`config.mk`:
```
export PLATFORM = sky130hd
export DESIGN_NAME = nexys_starship_break_gen
export DESIGN_NICKNAME = d
export VERILOG_FILES = /design/src/rtl/nexys_starship_pkg.sv /design/src/rtl/nexys_starship_lfsr16.sv /design/src/rtl/nexys_starship_break_gen.sv
export SDC_FILE = /design/constraint.sdc
export NUM_CORES = 1
export LEC_CHECK = 0
export CAP_MARGIN = 20
export CORE_UTILIZATION = 42
export DETAILED_ROUTE_END_ITERATION = 10
export GPL_ROUTABILITY_DRIVEN = 0
export HOLD_SLACK_MARGIN = 0.15
export PLACE_DENSITY = 0.76
export SETUP_SLACK_MARGIN = 0.1
export SLEW_MARGIN = 40
export SYNTH_ARGS = -nofsm -noshare
export SYNTH_HDL_FRONTEND = slang
export SYNTH_SLANG_ARGS = --single-unit
```
`constraint.sdc`:
```
create_clock -name Clk -period 1.65 [get_ports Clk]
set_input_delay 0.165 -clock Clk [delete_from_list [all_inputs] [get_ports Clk]]
set_output_delay 0.165 -clock Clk [all_outputs]
set_load 0.03 [all_outputs]
```
`src/rtl/nexys_starship_pkg.sv`:
```
// Shared constants for the starship shield-break initiator: side codes,
// one-hot FSM states and the Galois LFSR feedback mask.
package nexys_starship_pkg;

    localparam logic [1:0] SIDE_TOP    = 2'b00;
    localparam logic [1:0] SIDE_BOTTOM = 2'b01;
    localparam logic [1:0] SIDE_LEFT   = 2'b10;
    localparam logic [1:0] SIDE_RIGHT  = 2'b11;

    localparam logic [3:0] IDLE  = 4'b0001;
    localparam logic [3:0] ARMED = 4'b0010;
    localparam logic [3:0] FIRE  = 4'b0100;
    localparam logic [3:0] COOL  = 4'b1000;

    localparam logic [15:0] LFSR_MASK = 16'hB400;

    // Right-shifting Galois step, taps 16,14,13,11.
    function automatic logic [15:0] lfsr_step(input logic [15:0] x);
        return {1'b0, x[15:1]} ^ (x[0] ? LFSR_MASK : '0);
    endfunction

endpackage

```
`src/rtl/nexys_starship_lfsr16.sv`:
```
// Free-running 16-bit Galois LFSR; loads the seed on reset and shifts every clock.
module nexys_starship_lfsr16
    import nexys_starship_pkg::*;
(
    input  logic        Clk,
    input  logic        Reset,
    input  logic [15:0] seed,
    output logic [15:0] q
);

    always_ff @(posedge Clk or posedge Reset) begin
        if (Reset) begin
            q <= seed;
        end else begin
            q <= lfsr_step(q);
        end
    end

endmodule

```
`src/rtl/nexys_starship_break_gen.sv`:
```
// Shield-break initiator: paces break requests off timer_clk ticks and picks a
// non-broken side plus a repair combo. Optional macro: DIFFICULTY_RAMP_EN.
module nexys_starship_break_gen
    import nexys_starship_pkg::*;
#(
    parameter logic [15:0] LFSR_SEED    = 16'hACE1,
    parameter int unsigned MIN_INTERVAL = 2,
    parameter int unsigned COOLDOWN     = 1
) (
    input  logic       Clk,
    input  logic       Reset,
    input  logic       timer_clk,
    input  logic       play_flag,
    input  logic       gameover_ctrl,
    input  logic       top_broken,
    input  logic       bottom_broken,
    input  logic       left_broken,
    input  logic       right_broken,
    output logic       TR_random,
    output logic       BR_random,
    output logic       LR_random,
    output logic       RR_random,
    output logic [3:0] random_hex,
    output logic [7:0] fire_count
);

    localparam logic [4:0] COOL_TICKS = 5'(COOLDOWN);

    logic [15:0] lfsr;
    logic        sync_q, sync_qq, tick;
    logic [3:0]  state;
    logic [4:0]  count, interval;
    logic [4:0]  interval_base, interval_next;
    logic [3:0]  pulse, broken;
    logic [1:0]  cand, side;
    logic        found;
    logic [3:0]  hex_next;
    logic        unused_lfsr_bits;

    nexys_starship_lfsr16 u_lfsr (
        .Clk   (Clk),
        .Reset (Reset),
        .seed  (LFSR_SEED),
        .q     (lfsr)
    );

    assign unused_lfsr_bits = ^{lfsr[15:12], lfsr[7:6], lfsr[3:2]};

    assign tick   = sync_q & ~sync_qq;
    assign broken = {right_broken, left_broken, bottom_broken, top_broken};

    assign interval_base = 5'(MIN_INTERVAL) + {3'b000, lfsr[5:4]};
`ifdef DIFFICULTY_RAMP_EN
    // Pacing tightens one tick per 8 fires, never below one tick.
    assign interval_next = (interval_base > fire_count[7:3]) ?
                           interval_base - fire_count[7:3] : 5'd1;
`else
    assign interval_next = interval_base;
`endif

    assign hex_next = (lfsr[11:8] == 4'h0) ? 4'hF : lfsr[11:8];

    // Rotate from the LFSR candidate to the first side that is still intact.
    always_comb begin
        found = 1'b0;
        side  = lfsr[1:0];
        cand  = '0;
        for (int unsigned i = 0; i < 4; i++) begin
            cand = lfsr[1:0] + 2'(i);
            if (!found && !broken[cand]) begin
                found = 1'b1;
                side  = cand;
            end
        end
    end

    always_ff @(posedge Clk or posedge Reset) begin
        if (Reset) begin
            sync_q     <= 1'b0;
            sync_qq    <= 1'b0;
            state      <= IDLE;
            count      <= '0;
            interval   <= '0;
            pulse      <= '0;
            random_hex <= 4'h1;
            fire_count <= '0;
        end else begin
            sync_q  <= timer_clk;
            sync_qq <= sync_q;
            pulse   <= '0;
            if (gameover_ctrl) begin
                state      <= IDLE;
                count      <= '0;
                fire_count <= '0;
            end else begin
                case (state)
                    IDLE: begin
                        count      <= '0;
                        fire_count <= '0;
                        if (play_flag) begin
                            state    <= ARMED;
                            interval <= interval_next;
                        end
                    end
                    ARMED: begin
                        if (count == interval) begin
                            state <= FIRE;
                        end else if (tick) begin
                            count <= count + 5'd1;
                        end
                    end
                    FIRE: begin
                        count <= '0;
                        if (found) begin
                            pulse      <= 4'b0001 << side;
                            random_hex <= hex_next;
                            if (fire_count != 8'hFF) begin
                                fire_count <= fire_count + 8'd1;
                            end
                            if (COOLDOWN == 0) begin
                                state    <= ARMED;
                                interval <= interval_next;
                            end else begin
                                state <= COOL;
                            end
                        end else begin
                            state    <= ARMED;
                            interval <= interval_next;
                        end
                    end
                    COOL: begin
                        if (count == COOL_TICKS) begin
                            state    <= ARMED;
                            interval <= interval_next;
                            count    <= '0;
                        end else if (tick) begin
                            count <= count + 5'd1;
                        end
                    end
                    default: begin
                        state <= IDLE;
                        count <= '0;
                    end
                endcase
            end
        end
    end

    // Game-over kills any pulse in the same cycle it is asserted.
    assign TR_random = pulse[SIDE_TOP]    & ~gameover_ctrl;
    assign BR_random = pulse[SIDE_BOTTOM] & ~gameover_ctrl;
    assign LR_random = pulse[SIDE_LEFT]   & ~gameover_ctrl;
    assign RR_random = pulse[SIDE_RIGHT]  & ~gameover_ctrl;

endmodule

```
After elaboration in Yosys (flattened, before gate mapping)
Cells that the tools add are included.
- bits of input ports: 9
- output and inout port bits: 16
- word-level logic and storage cells: 98
- register bits after elaboration: 48
- multiplexer cells: 39
- eq/ne operators: 16
- shifts and indexed selects: 1
- reductions and logical operators: 15
- add/sub/neg operators: 6
- bitwise gates (word level): 8
- $lt $le $gt $ge: 4
- operators with widths (operator ; number):
    $mux W4 ; 9
    $mux W5 ; 7
    $mux W8 ; 3
    $ne A3 B3 Y1 const B ; 6
    $mux W16 ; 1
    $pmux W4 S4 ; 1
    $pmux W8 S2 ; 1
    $xor A15 B16 Y16 ; 1
    $pmux W5 S3 ; 1
    $lt A2 B3 Y1 const B ; 4
    $pmux W5 S2 ; 1
    $reduce_and A3 Y1 ; 3
    $add A8 B1 Y8 const B ; 1
    $bmux W1 S2 ; 4
    $mux W1 ; 8
    $ne A8 B8 Y1 const B ; 1
    $mux W2 ; 3
    $ne A2 B2 Y1 const B ; 3
    $reduce_bool A3 Y1 ; 2
    $add A5 B1 Y5 const B ; 1
    $and A1 B1 Y1 ; 5
    $eq A5 B1 Y1 const B ; 1
    $eq A5 B5 Y1 ; 1
    $logic_not A1 Y1 ; 5
    other kinds (12) ; 16

Logic depth before layout (Yosys ltp)
Gate-level depths: netlist of run 1.
- depth after elaboration: 16
- depth in mapped cells: 6
- gate-level depth less buffers: 6

Least setup slack after synthesis of run 1
OpenSTA, ideal clock, no wires.
- path kind: flip-flop to flip-flop
- from: reg fire_count[0]
- to: reg fire_count[5]
- path slack: -362 ps
- setup time: 86 ps
- arrival: 1926 ps
- required time: 1564 ps
- stages on the path, launching flop included: 7
- clock period less this slack: 2012 ps
- path buffers: 1
- path through: dfrtp_1 ha_1 nand3_1 or4_4 buf_6 a21o_4 o221ai_2
- word-level cells in the longest chain between the ends: 5
- elaborated cells between the ends (all ways): 8
- those cells by class: add/sub: 1; eq/ne: 2; mux: 4; reduce/logical: 1
- ends and longest elaborated chain (what ; RTL line ; text):
    from (decl) ; nexys_starship_break_gen.sv:24 ; output logic [7:0] fire_count
    from (signal assigned) ; nexys_starship_break_gen.sv:118 ; fire_count <= fire_count + 8'd1;
    $add A8 B1 Y8 ; nexys_starship_break_gen.sv:118 ;
    $mux W8 ; nexys_starship_break_gen.sv:117 ; if (fire_count != 8'hFF) begin
    $mux W8 ; nexys_starship_break_gen.sv:114 ; if (found) begin
    $pmux W8 S2 ; nexys_starship_break_gen.sv:96 ; case (state)
    $mux W8 ; nexys_starship_break_gen.sv:91 ; if (gameover_ctrl) begin
Several ways; a longest one is shown, not always the timed one. The select of a mux whose other input is x is not followed.
A chain may end at the register's enable or synchronous reset.

Final worst setup path of run 1
- from: reg count[1]
- to: reg interval[2]
- word-level cells in the longest chain between the ends: 3
- ends and longest elaborated chain (what ; RTL line ; text):
    from (decl) ; nexys_starship_break_gen.sv:32 ; logic [4:0] count, interval;
    from (signal assigned) ; nexys_starship_break_gen.sv:109 ; count <= count + 5'd1;
    from (signal assigned) ; nexys_starship_break_gen.sv:137 ; count <= count + 5'd1;
    $eq A5 B1 Y1 ; nexys_starship_break_gen.sv:132 ; if (count == COOL_TICKS) begin
    $ne A2 B2 Y1 (no source line) ; n/a ;
    $reduce_and A5 Y1 (no source line) ; n/a ;
    to (signal assigned) ; nexys_starship_break_gen.sv:122 ; interval <= interval_next;
    to (signal assigned) ; nexys_starship_break_gen.sv:128 ; interval <= interval_next;
    to (signal assigned) ; nexys_starship_break_gen.sv:134 ; interval <= interval_next;
    to (decl) ; nexys_starship_break_gen.sv:32 ;
No other way between the ends.

==> impl_metrics.json, run 1 <==
{
  "status": "finished with violations",
  "violations": "negative setup slack",
  "drv_cap": 0,
  "dpl.hpwl_mm": 3.59,
  "path_clk_slew_ns": 0.09,
  "required_ns": 1.84,
  "ys_warn_count": 0,
  "design_area_sq_um": 3390,
  "drt_first_pass_iters": 4,
  "synth_edf_count": 0,
  "diodes": 0,
  "fin_skew_ns": 0.00854,
  "internal_power_mw": 1.64,
  "netlist_instances": 214,
  "grt_pass1_wl_mm": 9.27,
  "die_w_um": 76.4,
  "p_per_area_nw_per_um2": 650,
  "pwr-share-clk_pct": 32.9,
  "multi_input_area_sq_um": 1310,
  "htreeDepth": 2,
  "end_kind": "register",
  "ctsHoldBuffers": 0,
  "syn2layout_area_growth_pct": 46.0,
  "slowest_delay_ns": 0.48,
  "floorplan.initialDensity_pct": 44.6,
  "drc_errors": 0,
  "dp_slack_ns": -0.248,
  "seqPwrFrac_pct": 52.6,
  "vdd_drop_max_uv": 490,
  "endpoint": "interval[2]$_DFFE_PP0P_",
  "synth_compound_area_share_pct": 15.3,
  "r2r_slack_ns": -0.15,
  "cts_tree": "done",
  "ys.flop_type": "dfrtp_1",
  "grt_max_degree": 47,
  "avgSynthCellArea_sq_um": 10.9,
  "cts_root_buffer": "clkbuf_8",
  "final_common_cell": "buf_4",
  "slowest_stage": "or4b_4",
  "via_count": 1990,
  "cp.arrival_ns": 2.00,
  "ant_nets": 0,
  "slew_headroom_pct": 58.9,
  "layout_common_cells": "47 x buf_4, 29 x dfrtp_1, 10 x nand3_1, 10 x dfstp_2",
  "hold_violations": 0,
  "muxShareOfSynthArea_pct": 3.93,
  "rows": 26,
  "synth_xor_area_share_pct": 3.02,
  "hold_path_class": "in -> async",
  "setup_viol": 14,
  "r2r-end": "interval[2]$_DFFE_PP0P_",
  "synth_area_sq_um": 2320,
  "grt_util_all_layers_pct": 20.3,
  "max_freq_mhz": 554,
  "wirelength_mm": 5.91,
  "worst_slew_pin_slew_ns": 0.617,
  "ys_seq_area_share_pct": 50.1,
  "via_per_inst": 5.54,
  "p_sw_share_pct": 25.9,
  "crit_type": "reg -> reg",
  "clockBufferDepth": 2,
  "synth_top_family_by_area": "simple AND/OR/NAND/NOR gates",
  "ys_ff_latch": 46,
  "overflow": 0,
  "clkLatencyLatePin_ns": 0.30,
  "synth.distinct_cells": 56,
  "synth_fp_nets": 226,
  "cts.sinks": 46,
  "worst-path-stages": 6,
  "tns_ns": -1.21,
  "nets": 300,
  "worstSetupStartpointType": "register",
  "fin_ws_ns": -0.154,
  "drt_iter0_drc": 137,
  "cts_buffers": 5,
  "dpl-instance-area_sq_um": 2900,
  "fin_crit_ns": 1.80,
  "dieArea_sq_um": 5830,
  "startpoint": "count[1]$_DFFE_PP0P_",
  "drive_gt1_share_pct": 44.6,
  "synth-simple-area-share_pct": 21.7,
  "synthAdderAreaFrac_pct": 1.62,
  "nFillCells": 384,
  "die_h_um": 76.4,
  "rsz0062_at_grt": "true",
  "cpLargestDelayFamily": "simple AND/OR/NAND/NOR gates",
  "power_mw": 2.21,
  "rr_worst_depth": 6,
  "cp_cell_sequence": "inv_1, ha_1, or4b_4, a31oi_4, o211ai_4, mux2_4",
  "fin_crit_sh_pct": 109,
  "grt_pass1_vias": 1899,
  "p_switching_mw": 0.571,
  "power_leakage_nw": 1.50,
  "pwr-share-comb_pct": 14.5,
  "seqCellArea_sq_um": 1170,
  "crit_fanout": 3,
  "drv_slew": 0,
  "cp_num_buf_inv": 1,
  "coreArea_sq_um": 5200,
  "synthArstFlopShare_pct": 100,
  "io_pins": 25,
  "wire_per_inst_um": 16.5,
  "r2r_start": "count[1]$_DFFE_PP0P_",
  "portBuffers": 24,
  "grt_antenna_before_repair": 0
}
## per-stage QoR
step	instances	utilization, %	hold WS, ns
floorplan	214	-	0.196
global route	359	65.2	0.231
finish	359	65.2	0.207
CTS	352	61.7	0.217
detailed placement	335	55.6	0.339
global placement	335	55.6	0.341
## cell families (layout without fill, tap and decap cells)
kind of cell	after synthesis	count (layout)
AO/OA/AOI/OAI	45	45
XOR/XNOR	8	8
adder cells (fa/ha/maj)	3	3
buffers and inverters	20	95
flip-flops	46	46
multiplexers	8	8
AND/OR/NAND/NOR	84	84
## layout make-up
| class | instances | area share [%] |
|---|---|---|
| clock buffers | 6 | 2.43 |
| clock inverters | 2 | 0.369 |
| inverters | 10 | 1.18 |
| multi-input cells | 148 | 38.7 |
| flip-flops and latches | 46 | 34.6 |
| well taps | 70 | 2.58 |
| repair buffers | 77 | 20.2 |
## per-layer routing
layer,global-route usage [%],up-vias,share of wire (%)
li1,-,928,-
met1,26.1,1001,45
met2,33.9,48,50
met3,3.59,13,2.8
met4,8.27,0,1.9
met5,0,-,0
## state kept, by name, summed over array words and instances (netlist names)
name / flops
u_lfsr.q: 16
interval: 3
fire_count: 8
pulse: 4
random_hex: 4
sync_q: 1
count: 5
sync_qq: 1
state: 4
## worst min path at each step
stage / startpoint / endpoint / slack (ns)
after global routing: Reset / u_lfsr.q[9]$_DFF_PP0_ / 0.23
final: Reset / count[0]$_DFFE_PP0P_ / 0.21
after floorplan: timer_clk / sync_q$_DFF_PP0_ / 0.20
after CTS: Reset / u_lfsr.q[1]$_DFF_PP0_ / 0.22
after global placement: u_lfsr.q[3]$_DFF_PP0_ / u_lfsr.q[2]$_DFF_PP0_ / 0.34
after detailed placement: u_lfsr.q[3]$_DFF_PP0_ / u_lfsr.q[2]$_DFF_PP0_ / 0.34
## Yosys cell counts (3+ instances only)
cell	n	area (sq um)
or3_1	3	18.8
buf_2	3	15.0
a31oi_1	3	18.8
nor2_1	18	67.6
nand3_1	12	60.1
nor2b_1	7	43.8
o21ai_0	7	35.0
nand4_1	4	25.0
and3_1	4	25.0
nand2b_1	8	50.1
xnor2_1	4	35.0
dfrtp_1	36	901
o221ai_2	3	45.0
o211ai_1	3	22.5
mux2i_1	5	50.1
ha_1	3	37.5
clkbuf_1	3	11.3
nor3_1	6	30.0
inv_1	9	33.8
dfstp_2	10	263
nand2_1	6	22.5
and4_1	3	26.3
xor2_1	4	35.0
a21oi_1	8	40.0
## power groups by stage
stage | Combinational, mW | Sequential (mW) | Clock (mW)
global placement | 0.241 | 1.17 | 0
floorplan | 0.131 | 1.18 | 0
detailed placement | 0.247 | 1.18 | 0
CTS | 0.289 | 1.16 | 0.739
global route | 0.343 | 1.16 | 0.787
finish | 0.320 | 1.16 | 0.726
## worst min-delay path, delay by kind of cell
family | cells | cell delay [ns]
buffers and inverters | 3 | 0.72
## what timing repair did
action                     in CTS  in global routing
pin swaps                      11                  6
gates resized for setup        42                 29
setup buffers                   8                  7
cloned                          1                  0
setup endpoints to repair      33                 29
(Power assumes the default switching activity.)
==> inputs of run 2 (changes only) <==
--- a/config.mk
+++ b/config.mk
@@ -6,11 +6,12 @@
 export NUM_CORES = 1
 export LEC_CHECK = 0
 export CAP_MARGIN = 20
-export CORE_UTILIZATION = 42
+export CORE_UTILIZATION = 50
+export CTS_CLUSTER_DIAMETER = 30
 export DETAILED_ROUTE_END_ITERATION = 10
 export GPL_ROUTABILITY_DRIVEN = 0
 export HOLD_SLACK_MARGIN = 0.15
-export PLACE_DENSITY = 0.76
+export PLACE_DENSITY = 0.86
 export SETUP_SLACK_MARGIN = 0.1
 export SLEW_MARGIN = 40
 export SYNTH_ARGS = -nofsm -noshare
==> impl_metrics.json, run 2 (synthesized netlist as in run 1, its figures left out) <==
{
  "status": "finished with violations",
  "violations": "negative setup slack",
  "slew_headroom_pct": 61.5,
  "worstSetupStartpointType": "register",
  "grt_pass1_vias": 2080,
  "drc_errors": 0,
  "drv_slew": 0,
  "p_sw_share_pct": 25.9,
  "drt_first_pass_iters": 4,
  "nets": 301,
  "grt_antenna_before_repair": 0,
  "die_h_um": 70.2,
  "cts_root_buffer": "clkbuf_8",
  "syn2layout_area_growth_pct": 44.2,
  "dpl.hpwl_mm": 3.63,
  "slowest_delay_ns": 0.49,
  "cp.arrival_ns": 2.02,
  "tns_ns": -1.29,
  "final_common_cell": "buf_4",
  "instances_no_fill": 342,
  "drive_gt1_share_pct": 44.8,
  "via_count": 2069,
  "cts_tree": "done",
  "crit_type": "reg -> reg",
  "dieArea_sq_um": 4920,
  "die_w_um": 70.2,
  "portBuffers": 24,
  "required_ns": 1.85,
  "worst_slew_pin_slew_ns": 0.578,
  "multi_input_area_sq_um": 1300,
  "floorplan.initialDensity_pct": 52.6,
  "diodes": 0,
  "fin_ws_ns": -0.171,
  "grt_max_degree": 47,
  "end_kind": "register",
  "slowest_stage": "or4b_4",
  "max_freq_mhz": 549,
  "cts.sinks": 46,
  "coreArea_sq_um": 4410,
  "layout_common_cells": "47 x buf_4, 29 x dfrtp_1, 10 x nand3_1, 10 x clkdlybuf4s50_1, 10 x dfstp_2",
  "p_switching_mw": 0.574,
  "rows": 24,
  "path_clk_slew_ns": 0.08,
  "fin_crit_ns": 1.82,
  "final_util_pct": 75.9,
  "hold_path_class": "in -> async",
  "setup_viol": 13,
  "ant_nets": 0,
  "drv_cap": 0,
  "io_pins": 25,
  "pwr-share-clk_pct": 33.2,
  "via_per_inst": 6.05,
  "reg_top3": "u_lfsr.q: 16 flops, fire_count: 8 flops, count: 5 flops",
  "ctsHoldBuffers": 0,
  "seqPwrFrac_pct": 52.3,
  "largest_register_ffs": 16,
  "wire_per_inst_um": 18.2,
  "dp_slack_ns": -0.206,
  "fin_crit_sh_pct": 110,
  "clkLatencyLatePin_ns": 0.31,
  "pwr-share-comb_pct": 14.5,
  "wirelength_mm": 6.21,
  "grt_pass1_wl_mm": 9.82,
  "cp_cell_sequence": "inv_1, ha_1, or4b_4, a31oi_4, o211ai_4, mux2_4",
  "p_per_area_nw_per_um2": 662,
  "fin_skew_ns": 0.0128,
  "dp_cells": 323,
  "clockBufferDepth": 2,
  "cts_buffers": 5,
  "overflow": 0,
  "htreeDepth": 2,
  "rsz0062_at_grt": "true",
  "vdd_drop_max_uv": 492,
  "largest-register": "u_lfsr.q",
  "internal_power_mw": 1.64,
  "nFillCells": 258,
  "grt_util_all_layers_pct": 25.6,
  "power_mw": 2.22,
  "crit_fanout": 3,
  "seqCellArea_sq_um": 1170,
  "power_leakage_nw": 1.49,
  "hold_violations": 0,
  "rr_worst_depth": 6,
  "drt_iter0_drc": 212
}
## run 2: power by group through the flow
| stage | clock (mW) | sequential [mW] | combinational (mW) |
|---|---|---|---|
| finish | 0.736 | 1.16 | 0.323 |
| global route | 0.791 | 1.16 | 0.347 |
| CTS | 0.741 | 1.16 | 0.284 |
| detailed placement | 0 | 1.18 | 0.251 |
| global placement | 0 | 1.17 | 0.244 |
| floorplan | 0 | 1.18 | 0.131 |
## run 2: worst max-delay path: cells and delay by family, from the launching register on
family | cells | cell delay (ns)
flip-flops | 1 | 0.39
buffers and inverters | 1 | 0.06
multiplexers | 1 | 0.32
AND/OR/NAND/NOR | 1 | 0.49
AO/OA/AOI/OAI | 2 | 0.31
adder cells (fa/ha/maj) | 1 | 0.15
## run 2: cell type report
cell class | instances | share of cell area (%)
Sequential cell | 46 | 35.0
Inverter | 10 | 1.12
Tap cell | 52 | 1.94
Timing Repair Buffer | 78 | 20.3
Multi-Input combinational cell | 148 | 38.8
Clock buffer | 7 | 2.58
Clock inverter | 1 | 0.261
## run 2: per-layer routing
metal  share of wire (%)  up-vias  global-route usage [%]  wire, um
li1                    -      928                       -         -
met1                  41     1038                    31.4      2540
met2                  52       84                    43.8      3200
met3                 5.3       19                    5.77       329
met4                 2.3        0                    10.2       144
met5                   0        -                       0         0
## run 2: through the flow
stage,hold WS (ns),instance area (sq um)
6_report,0.190,3350
5_1_grt,0.235,3350
3_5_place_dp,0.337,2920
2_1_floorplan,0.196,2350
3_3_place_gp,0.339,2920
4_1_cts,0.206,3200
## run 2: final timing paths
path	startpoint	to	slack [ns]
min reg2reg	u_lfsr.q[2]$_DFF_PP0_	u_lfsr.q[1]$_DFF_PP0_	0.35
min in group Clk	timer_clk	sync_q$_DFF_PP0_	0.30
max	count[1]$_DFFE_PP0P_	interval[2]$_DFFE_PP0P_	-0.17
min	Reset	count[2]$_DFFE_PP0P_	0.19
max in group asynchronous	Reset	state[0]$_DFFE_PP1P_	1.18
max reg2reg	count[1]$_DFFE_PP0P_	interval[2]$_DFFE_PP0P_	-0.17
## run 2: what timing repair did
item | in CTS | in global routing
endpoints found under the hold margin | 0 | 0
setup endpoints to repair | 35 | 27
pin swaps | 12 | 7
buffers inserted | 8 | 2
resized for setup | 38 | 30
gates cloned | 1 | 0
==> inputs of run 3 (changes only) <==
--- a/config.mk
+++ b/config.mk
@@ -5,7 +5,6 @@
 export SDC_FILE = /design/constraint.sdc
 export NUM_CORES = 1
 export LEC_CHECK = 0
-export CAP_MARGIN = 20
 export CORE_UTILIZATION = 50
 export CTS_CLUSTER_DIAMETER = 30
 export DETAILED_ROUTE_END_ITERATION = 10
==> results of run 3 <==
No change in the layout: final DEF, timing and power equal those of run 2.
